### src/rtl/control_pkg.sv
// ============================================================================
// control_pkg : shared types and encodings for the multicycle RV32I control
// Revision    : 1.0
// ============================================================================
`timescale 1ns/1ps
`default_nettype none

package control_pkg;

  typedef enum logic [3:0] {
    S_FETCH    = 4'd0,
    S_DECODE   = 4'd1,
    S_MEMADR   = 4'd2,
    S_MEMREAD  = 4'd3,
    S_MEMWB    = 4'd4,
    S_MEMWRITE = 4'd5,
    S_EXECR    = 4'd6,
    S_EXECI    = 4'd7,
    S_ALUWB    = 4'd8,
    S_BEQ      = 4'd9,
    S_JAL      = 4'd10,
    S_TRAP     = 4'd11
  } state_t;

  localparam logic [6:0] OP_LOAD   = 7'b0000011;
  localparam logic [6:0] OP_STORE  = 7'b0100011;
  localparam logic [6:0] OP_RTYPE  = 7'b0110011;
  localparam logic [6:0] OP_ITYPE  = 7'b0010011;
  localparam logic [6:0] OP_BRANCH = 7'b1100011;
  localparam logic [6:0] OP_JAL    = 7'b1101111;

  localparam logic [2:0] IMM_I = 3'b000;
  localparam logic [2:0] IMM_S = 3'b001;
  localparam logic [2:0] IMM_R = 3'b010;
  localparam logic [2:0] IMM_B = 3'b011;
  localparam logic [2:0] IMM_J = 3'b100;

  localparam logic [1:0] SRCA_PC    = 2'b00;
  localparam logic [1:0] SRCA_OLDPC = 2'b01;
  localparam logic [1:0] SRCA_RS1   = 2'b10;

  localparam logic [1:0] SRCB_RS2  = 2'b00;
  localparam logic [1:0] SRCB_IMM  = 2'b01;
  localparam logic [1:0] SRCB_FOUR = 2'b10;

  localparam logic [1:0] ALUOP_ADD   = 2'b00;
  localparam logic [1:0] ALUOP_SUB   = 2'b01;
  localparam logic [1:0] ALUOP_FUNCT = 2'b10;

  localparam logic [1:0] RES_ALUOUT    = 2'b00;
  localparam logic [1:0] RES_MEMDATA   = 2'b01;
  localparam logic [1:0] RES_ALURESULT = 2'b10;

  // Immediate format needed while in DECODE: loads/stores fix their own
  // format, everything else precomputes the branch target.
  function automatic logic [2:0] decode_imm_type(input logic [6:0] op);
    case (op)
      OP_LOAD:  decode_imm_type = IMM_I;
      OP_STORE: decode_imm_type = IMM_S;
      default:  decode_imm_type = IMM_B;
    endcase
  endfunction

endpackage

`default_nettype wire

### src/rtl/contador_instret.sv
// ============================================================================
// contador_instret : retired-instruction counter, wraps modulo 2^CNT_W
// Revision         : 1.0
// ============================================================================
`timescale 1ns/1ps
`default_nettype none

module contador_instret #(
  parameter int CNT_W = 32
) (
  input  logic             clk,
  input  logic             rst_n,
  input  logic             inc,
  output logic [CNT_W-1:0] count
);

  always_ff @(posedge clk or negedge rst_n) begin
    if (!rst_n) begin
      count <= '0;
    end else if (inc) begin
      count <= count + CNT_W'(1);
    end
  end

endmodule

`default_nettype wire

### src/rtl/control_multiciclo.sv
// ============================================================================
// control_multiciclo : main control FSM of the multicycle RV32I core
// Revision           : 1.0
// ============================================================================
`timescale 1ns/1ps
`default_nettype none

module control_multiciclo
  import control_pkg::*;
#(
  parameter int CNT_W = 32
) (
  input  logic             clk,
  input  logic             rst_n,
  input  logic             run,
  input  logic [6:0]       opcode,
  input  logic             zero,
  input  logic             mem_ready,
  output logic             mem_req,
  output logic             mem_write,
  output logic             adr_src,
  output logic             pc_write,
  output logic             ir_write,
  output logic             reg_write,
  output logic [1:0]       alu_src_a,
  output logic [1:0]       alu_src_b,
  output logic [1:0]       alu_op,
  output logic [1:0]       result_src,
  output logic [2:0]       imm_type,
  output logic             illegal,
  output logic [CNT_W-1:0] instret
);

  state_t state, state_next;
  logic   pending, pending_next;
  logic   fetch_req;
  logic   retire;

  always_ff @(posedge clk or negedge rst_n) begin
    if (!rst_n) begin
      state   <= S_FETCH;
      pending <= 1'b0;
    end else begin
      state   <= state_next;
      pending <= pending_next;
    end
  end

  always_comb begin
    state_next   = state;
    pending_next = pending;
    fetch_req    = 1'b0;
    retire       = 1'b0;
    mem_req      = 1'b0;
    mem_write    = 1'b0;
    adr_src      = 1'b0;
    pc_write     = 1'b0;
    ir_write     = 1'b0;
    reg_write    = 1'b0;
    alu_src_a    = SRCA_PC;
    alu_src_b    = SRCB_RS2;
    alu_op       = ALUOP_ADD;
    result_src   = RES_ALUOUT;
    imm_type     = IMM_I;
    illegal      = 1'b0;

    case (state)
      S_FETCH: begin
        // Once a fetch is requested it stays requested until the memory
        // answers, even if run is withdrawn meanwhile.
        fetch_req = run | pending;
        mem_req   = fetch_req;
        if (fetch_req) begin
          if (mem_ready) begin
            ir_write     = 1'b1;
            pc_write     = 1'b1;
            alu_src_b    = SRCB_FOUR;
            result_src   = RES_ALURESULT;
            pending_next = 1'b0;
            state_next   = S_DECODE;
          end else begin
            pending_next = 1'b1;
          end
        end
      end
      S_DECODE: begin
        alu_src_a = SRCA_OLDPC;
        alu_src_b = SRCB_IMM;
        imm_type  = decode_imm_type(opcode);
        case (opcode)
          OP_LOAD, OP_STORE: state_next = S_MEMADR;
          OP_RTYPE:          state_next = S_EXECR;
          OP_ITYPE:          state_next = S_EXECI;
          OP_BRANCH:         state_next = S_BEQ;
          OP_JAL:            state_next = S_JAL;
          default:           state_next = S_TRAP;
        endcase
      end
      S_MEMADR: begin
        alu_src_a  = SRCA_RS1;
        alu_src_b  = SRCB_IMM;
        state_next = (opcode == OP_STORE) ? S_MEMWRITE : S_MEMREAD;
      end
      S_MEMREAD: begin
        mem_req = 1'b1;
        adr_src = 1'b1;
        if (mem_ready) state_next = S_MEMWB;
      end
      S_MEMWB: begin
        result_src = RES_MEMDATA;
        reg_write  = 1'b1;
        retire     = 1'b1;
        state_next = S_FETCH;
      end
      S_MEMWRITE: begin
        mem_req   = 1'b1;
        mem_write = 1'b1;
        adr_src   = 1'b1;
        if (mem_ready) begin
          retire     = 1'b1;
          state_next = S_FETCH;
        end
      end
      S_EXECR: begin
        alu_src_a  = SRCA_RS1;
        alu_src_b  = SRCB_RS2;
        alu_op     = ALUOP_FUNCT;
        state_next = S_ALUWB;
      end
      S_EXECI: begin
        alu_src_a  = SRCA_RS1;
        alu_src_b  = SRCB_IMM;
        alu_op     = ALUOP_FUNCT;
        imm_type   = IMM_I;
        state_next = S_ALUWB;
      end
      S_JAL: begin
        alu_src_a  = SRCA_OLDPC;
        alu_src_b  = SRCB_FOUR;
        result_src = RES_ALUOUT;
        pc_write   = 1'b1;
        imm_type   = IMM_J;
        state_next = S_ALUWB;
      end
      S_ALUWB: begin
        result_src = RES_ALUOUT;
        reg_write  = 1'b1;
        retire     = 1'b1;
        state_next = S_FETCH;
      end
      S_BEQ: begin
        alu_src_a  = SRCA_RS1;
        alu_src_b  = SRCB_RS2;
        alu_op     = ALUOP_SUB;
        result_src = RES_ALUOUT;
        pc_write   = zero;
        retire     = 1'b1;
        state_next = S_FETCH;
      end
      S_TRAP: begin
        illegal    = 1'b1;
        state_next = S_TRAP;
      end
      default: begin
        state_next = S_FETCH;
      end
    endcase

    // The state register is already in FETCH during reset, but run would
    // still raise a request there; keep the memory port and strobes quiet.
    if (!rst_n) begin
      mem_req   = 1'b0;
      mem_write = 1'b0;
      pc_write  = 1'b0;
      ir_write  = 1'b0;
      reg_write = 1'b0;
    end
  end

  contador_instret #(
    .CNT_W (CNT_W)
  ) u_instret (
    .clk   (clk),
    .rst_n (rst_n),
    .inc   (retire),
    .count (instret)
  );

endmodule

`default_nettype wire

### config.mk
export PLATFORM = sky130hd
export DESIGN_NAME = control_multiciclo
export DESIGN_NICKNAME = d
export VERILOG_FILES = /design/src/rtl/control_pkg.sv /design/src/rtl/contador_instret.sv /design/src/rtl/control_multiciclo.sv
export SDC_FILE = /design/constraint.sdc
export NUM_CORES = 1
export LEC_CHECK = 0
export ABC_AREA = 1
export BUFFER_PORTS_ARGS = -buffer_cell sky130_fd_sc_hd__buf_2
export CELL_PAD_IN_SITES_DETAIL_PLACEMENT = 2
export CELL_PAD_IN_SITES_GLOBAL_PLACEMENT = 2
export CORE_ASPECT_RATIO = 0.8
export CORE_MARGIN = 3
export CORE_UTILIZATION = 25
export DETAILED_ROUTE_END_ITERATION = 8
export PLACE_DENSITY_LB_ADDON = 0.25
export SYNTH_ARGS = -nofsm -noshare
export SYNTH_HDL_FRONTEND = slang
export SYNTH_SLANG_ARGS = --single-unit
### constraint.sdc
create_clock -name clk -period 1.4 [get_ports clk]
set_clock_uncertainty 0.15 [all_clocks]
set_input_delay 0.14 -clock clk [delete_from_list [all_inputs] [get_ports clk]]
set_output_delay 0.14 -clock clk [all_outputs]
set_load 0.02 [all_outputs]
After elaboration in Yosys (flattened, before gate mapping)

Cells that the tools add are included.

Add/sub/neg operators: 1
Eq/ne operators: 21
Muxes and demuxes: 31
Bitwise gates (word level): 1
Reductions and logical operators: 12

Operators with widths:

| operator                | count |
|---|---|
| $add A32 B1 Y32 const B | 1 |
| $pmux W4 S7             | 1 |
| $pmux W4 S5             | 1 |
| $eq A4 B3 Y1 const B    | 4 |
| $eq A4 B4 Y1 const B    | 4 |
| $mux W4                 | 4 |
| $pmux W2 S2             | 4 |
| $eq A7 B6 Y1 const B    | 2 |
| $eq A7 B7 Y1 const B    | 2 |
| $mux W1                 | 13 |
| $reduce_or A2 Y1        | 5 |
| $reduce_or A3 Y1        | 3 |
| $eq A4 B2 Y1 const B    | 2 |
| $ne A2 B2 Y1 const B    | 4 |
| $eq A7 B2 Y1 const B    | 1 |
| $eq A7 B5 Y1 const B    | 1 |
| $pmux W2 S3             | 1 |
| $pmux W3 S2             | 1 |
| $eq A4 B1 Y1 const B    | 1 |
| $logic_not A4 Y1        | 1 |
| $mux W2                 | 2 |
| $pmux W1 S2             | 2 |
| $reduce_and A4 Y1       | 1 |
| $reduce_or A4 Y1        | 1 |
| other kinds (4)         | 4 |

Register bits: 37
Input bits: 12
Output and inout port bits: 50
Logic and storage cells: 69

Longest topological paths before layout

Depth in word-level cells: 4
Gate-level depth with buffers: 10

Cells and area by module

A second synthesis with hierarchy kept.

Cells, all modules: 333
Area, all modules: 2443.6 um^2

Modules (own cells, without submodules):

| module             | instances | cells an instance | area each (um^2) |
|---|---|---|---|
| contador_instret   | 1         | 233               | 1808.0 |
| control_multiciclo | 1         | 100               | 635.6 |

Least setup slack after synthesis

OpenSTA, ideal clock, no wires.

Path type: register to output
From: reg state[1]
To: out pc_write
Data arrival time: 1.660 ns
Path slack: -0.550 ns
Stages on the path, launching flop included: 8
Path buffers: 0
Path through: dfrtp_1 > nor2_1 > nand2_1 > nor2_1 > inv_1 > nand2_1 > a21oi_1 > nor2_1

Word-level cells in the longest chain between the ends: 3
Elaborated cells on any way between the ends: 5
Classes of those cells: eq/ne (2); mux (2); reduce/logical (1)

RTL lines:

| element                                          | line                      | source |
|---|---|---|
| start: declaration                               | control_multiciclo.sv:34  | `state_t state, state_next;` |
| start signal: assignment                         | control_multiciclo.sv:44  | `state <= state_next;` |
| $eq A4 B4 Y1 or $logic_not A4 Y1 (tied branches) | control_multiciclo.sv:67  | `case (state)` |
| $pmux W1 S3 (*)                                  | control_multiciclo.sv:67  |  |
| $mux W1 (*)                                      | control_multiciclo.sv:171 | `if (!rst_n) begin` |
| end: declaration                                 | control_multiciclo.sv:22  | `output logic pc_write,` |

Every way passes the cells marked *; elsewhere a longest branch is shown, timed or not.

Worst setup path after layout

From: reg state[0]
To: out mem_req

Word-level cells in the longest chain between the ends: 4
Elaborated cells on any way between the ends: 6
Classes of those cells: eq/ne (2); mux (2); reduce/logical (2)

RTL lines:

| element                                      | line                      | source |
|---|---|---|
| $eq A4 B3 Y1 or $eq A4 B2 Y1 (tied branches) | control_multiciclo.sv:67  |  |
| $reduce_or A2 Y1 (no source line)            | n/a                       |  |
| $pmux W1 S2 (*)                              | control_multiciclo.sv:67  |  |
| $mux W1 (*)                                  | control_multiciclo.sv:171 |  |
| end: declaration                             | control_multiciclo.sv:19  | `output logic mem_req,` |

Marked as above.

==> impl_metrics.ini <==
[critical_path]
worstSetupPathType = reg2out
critPathLaunchType = flop
critical_path_arrival_ns = 1.65
critPathMaxFanout = 4
crit_chain = buf_4 > nand2_2 > inv_1 > nand2_2 > a31oi_2 > buf_4
slowest_stage = dfrtp_2
cp-startpoint = state[0]
cp_data_required_time_ns = 1.11
critical-path-max-stage-delay_ns = 0.46
critPathCaptureType = primary output
reg2reg_from = state[0]

[drt]
vias = 3528
drtPass1Iterations = 4
drc = 0
first_iter_violations = 231
ant_nets = 0
vias_per_cell = 4.98
post_drt_wl_per_cell_um = 24.7
drt-total-wl_mm = 17.5

[sta]
slew_headroom_pct = 63.0
rsz0062_at_grt = true
slew_violations = 0
period_share_pct = 139
tns_ns = -22.22
tightest_slew_ns = 0.555
fmax_ghz = 0.514
post-route-worst-setup-slack_ns = -0.544
fin_crit_ns = 1.94
hold_violations = 0
setup_violations = 56

[clock_tree]
clockBufferDepth = 2
cts_tree = yes
h-tree-depth = 2
path_clk_slew_ns = 0.07
root_buffer = clkbuf_16
insertion_delay_ns = 0.29
cts_sinks = 37
cts_buffers = 5

[grt]
grt_overflow = 0
grt_usage_pct = 25.0
antenna_found_initial = 0
grt_pass1_wl_mm = 21.6
grt_pass1_vias = 3804
grt_max_degree = 38

[pwr]
power.total_uw = 8000
power.leakage_uw = 0.00225
power_density_nw_per_um2 = 1710
ir_worst_vdd_mv = 0.888

[synthesis]
syn-mean-instance-area_um2 = 6.12
synth_top_cell_by_area = dfrtp_1
ys_top_cells_by_count = nand2_1 (168), nor2_1 (73), inv_1 (51), dfrtp_1 (37), nand3_1 (26)
synth_top_area_share_pct = 37.0
ys_top_cells_by_area = dfrtp_1 (37%), nand2_1 (25%), nor2_1 (11%)
synth-xor-area-share_pct = 4.55
synth_compound_area_share_pct = 4.15
netlist_area_um2 = 2500
synthAdderAreaFrac_pct = 0.500
ys_ff_latch = 37
synthCells = 409
synth-main-ff-cell = dfrtp_1
synth_cell_types = 21
synthArstFlopShare_pct = 100
yosysMostFrequentCell = nand2_1
syn-num-nets = 422
synth_top_family_by_area = simple AND/OR/NAND/NOR gates
synth_seq_area_share_pct = 37.0
ys_warn_count = 0
synth_edf_count = 0
synthSimpleGateAreaFrac_pct = 44.2
synth_mux_area_share_pct = 0

[die]
rows = 32
die_w_um = 118
start_util_pct = 25.8
die_y_um = 95.5
die_area_um2 = 11300
ios = 62
coreArea_um2 = 9690

[worst_hold_path]
holdCritStartpoint = mem_ready
hp-class = in2reg

[placement]
port_buffers = 61
detailed_place_hpwl_mm = 8.73
gp_congestion = 0.828

[layout]
syn_to_final_growth_pct = 86.5
postLayoutCoreUtil_pct = 48.2
antenna_cells = 0
drive_gt1_share_pct = 54.3
nNetsFinal = 585

[flow_run]
drv_cap = 0

[run_status]
violations = negative setup slack
status = complete, but fails checks
[repair_timing]
| item | CTS | global route |
|---|---|---|
| setup endpoints to repair | 55 | 56 |
| pin swaps | 17 | 22 |
| buffers inserted | 11 | 19 |
| endpoints found under the hold margin | 37 | 0 |
| gates cloned | 0 | 2 |
| hold buffers | 1 | 0 |
| resized for setup | 101 | 103 |
[worst paths after layout]
kind	end	slack (ns)	cells past startpoint
min reg2reg	u_instret.count[30]	0.39	2
max	mem_req	-0.54	6
min in group asynchronous	pending	0.35	3
min	state[2]	0.13	3
max in group asynchronous	u_instret.count[15]	0.32	3
max reg2reg	u_instret.count[20]	-0.51	10
[cell families (layout without fill, tap and decap cells)]
logic type,count (synthesis),count (layout)
DFF,37,37
AOI/OAI and AO/OA,20,20
and+or+nand+nor,279,279
xor gates and xnor gates,13,13
adders and majority gates,1,1
buffers and inverters,59,223
[metrics by stage]
stage | setup WS, ns | hold WS (ns) | std cells | area, um^2
after global routing | -0.602 | 0.128 | 709 | 4670
after floorplan | -0.162 | -0.306 | 409 | 2640
after CTS | -0.420 | 0.0458 | 693 | 4180
after detailed placement | -0.343 | 0.117 | 675 | 3640
final | -0.544 | 0.133 | 709 | 4670
after global placement | -0.237 | 0.102 | 675 | 3640
[sequential cells by signal, summed over array words and instances, names as in the netlist]
register and flops:
pending 1, state 4, u_instret.count 32
[routing by layer]
| layer | GRT usage [%] | part of all wire (%) |
|---|---|---|
| met1 | 28.7 | 40 |
| met3 | 4.92 | 5.2 |
| met5 | 0 | 0 |
| met2 | 46.8 | 51 |
| met4 | 9.07 | 3.5 |
[cell type report]
| class | instances | area (um^2) |
|---|---|---|
| well taps | 136 | 170 |
| clock buffers | 8 | 136 |
| fillers | 1109 | 5020 |
| inverters | 55 | 231 |
| multi-input cells | 313 | 1880 |
| repair buffers | 160 | 1280 |
| flip-flops and latches | 37 | 961 |
[report_power, final]
group | switching, uW | internal (uW) | total (uW)
clock network | 502 | 665 | 1170
registers | 272 | 1250 | 1520
logic | 2970 | 2340 | 5310
[worst max-delay path, delay by kind of cell, from the launching register on]
kind                   cells  cell delay (ns)
AO/OA/AOI/OAI              1             0.23
buffers and inverters      3             0.44
flip-flops                 1             0.46
AND/OR/NAND/NOR            2             0.22
[layout by cell type, fill, tap and decap left out, drive strengths merged, types with 3 or more instances in the layout]
master,netlist,layout
dfrtp,37,37
clkbuf,0,10
nand2,170,170
nand3,26,26
xor2,5,5
nor2,73,73
inv,55,54
xnor2,8,8
buf,4,157
o21ai,12,12
a21oi,6,6
nand4,5,5
nor3,3,3
(Power assumes the default switching activity.)
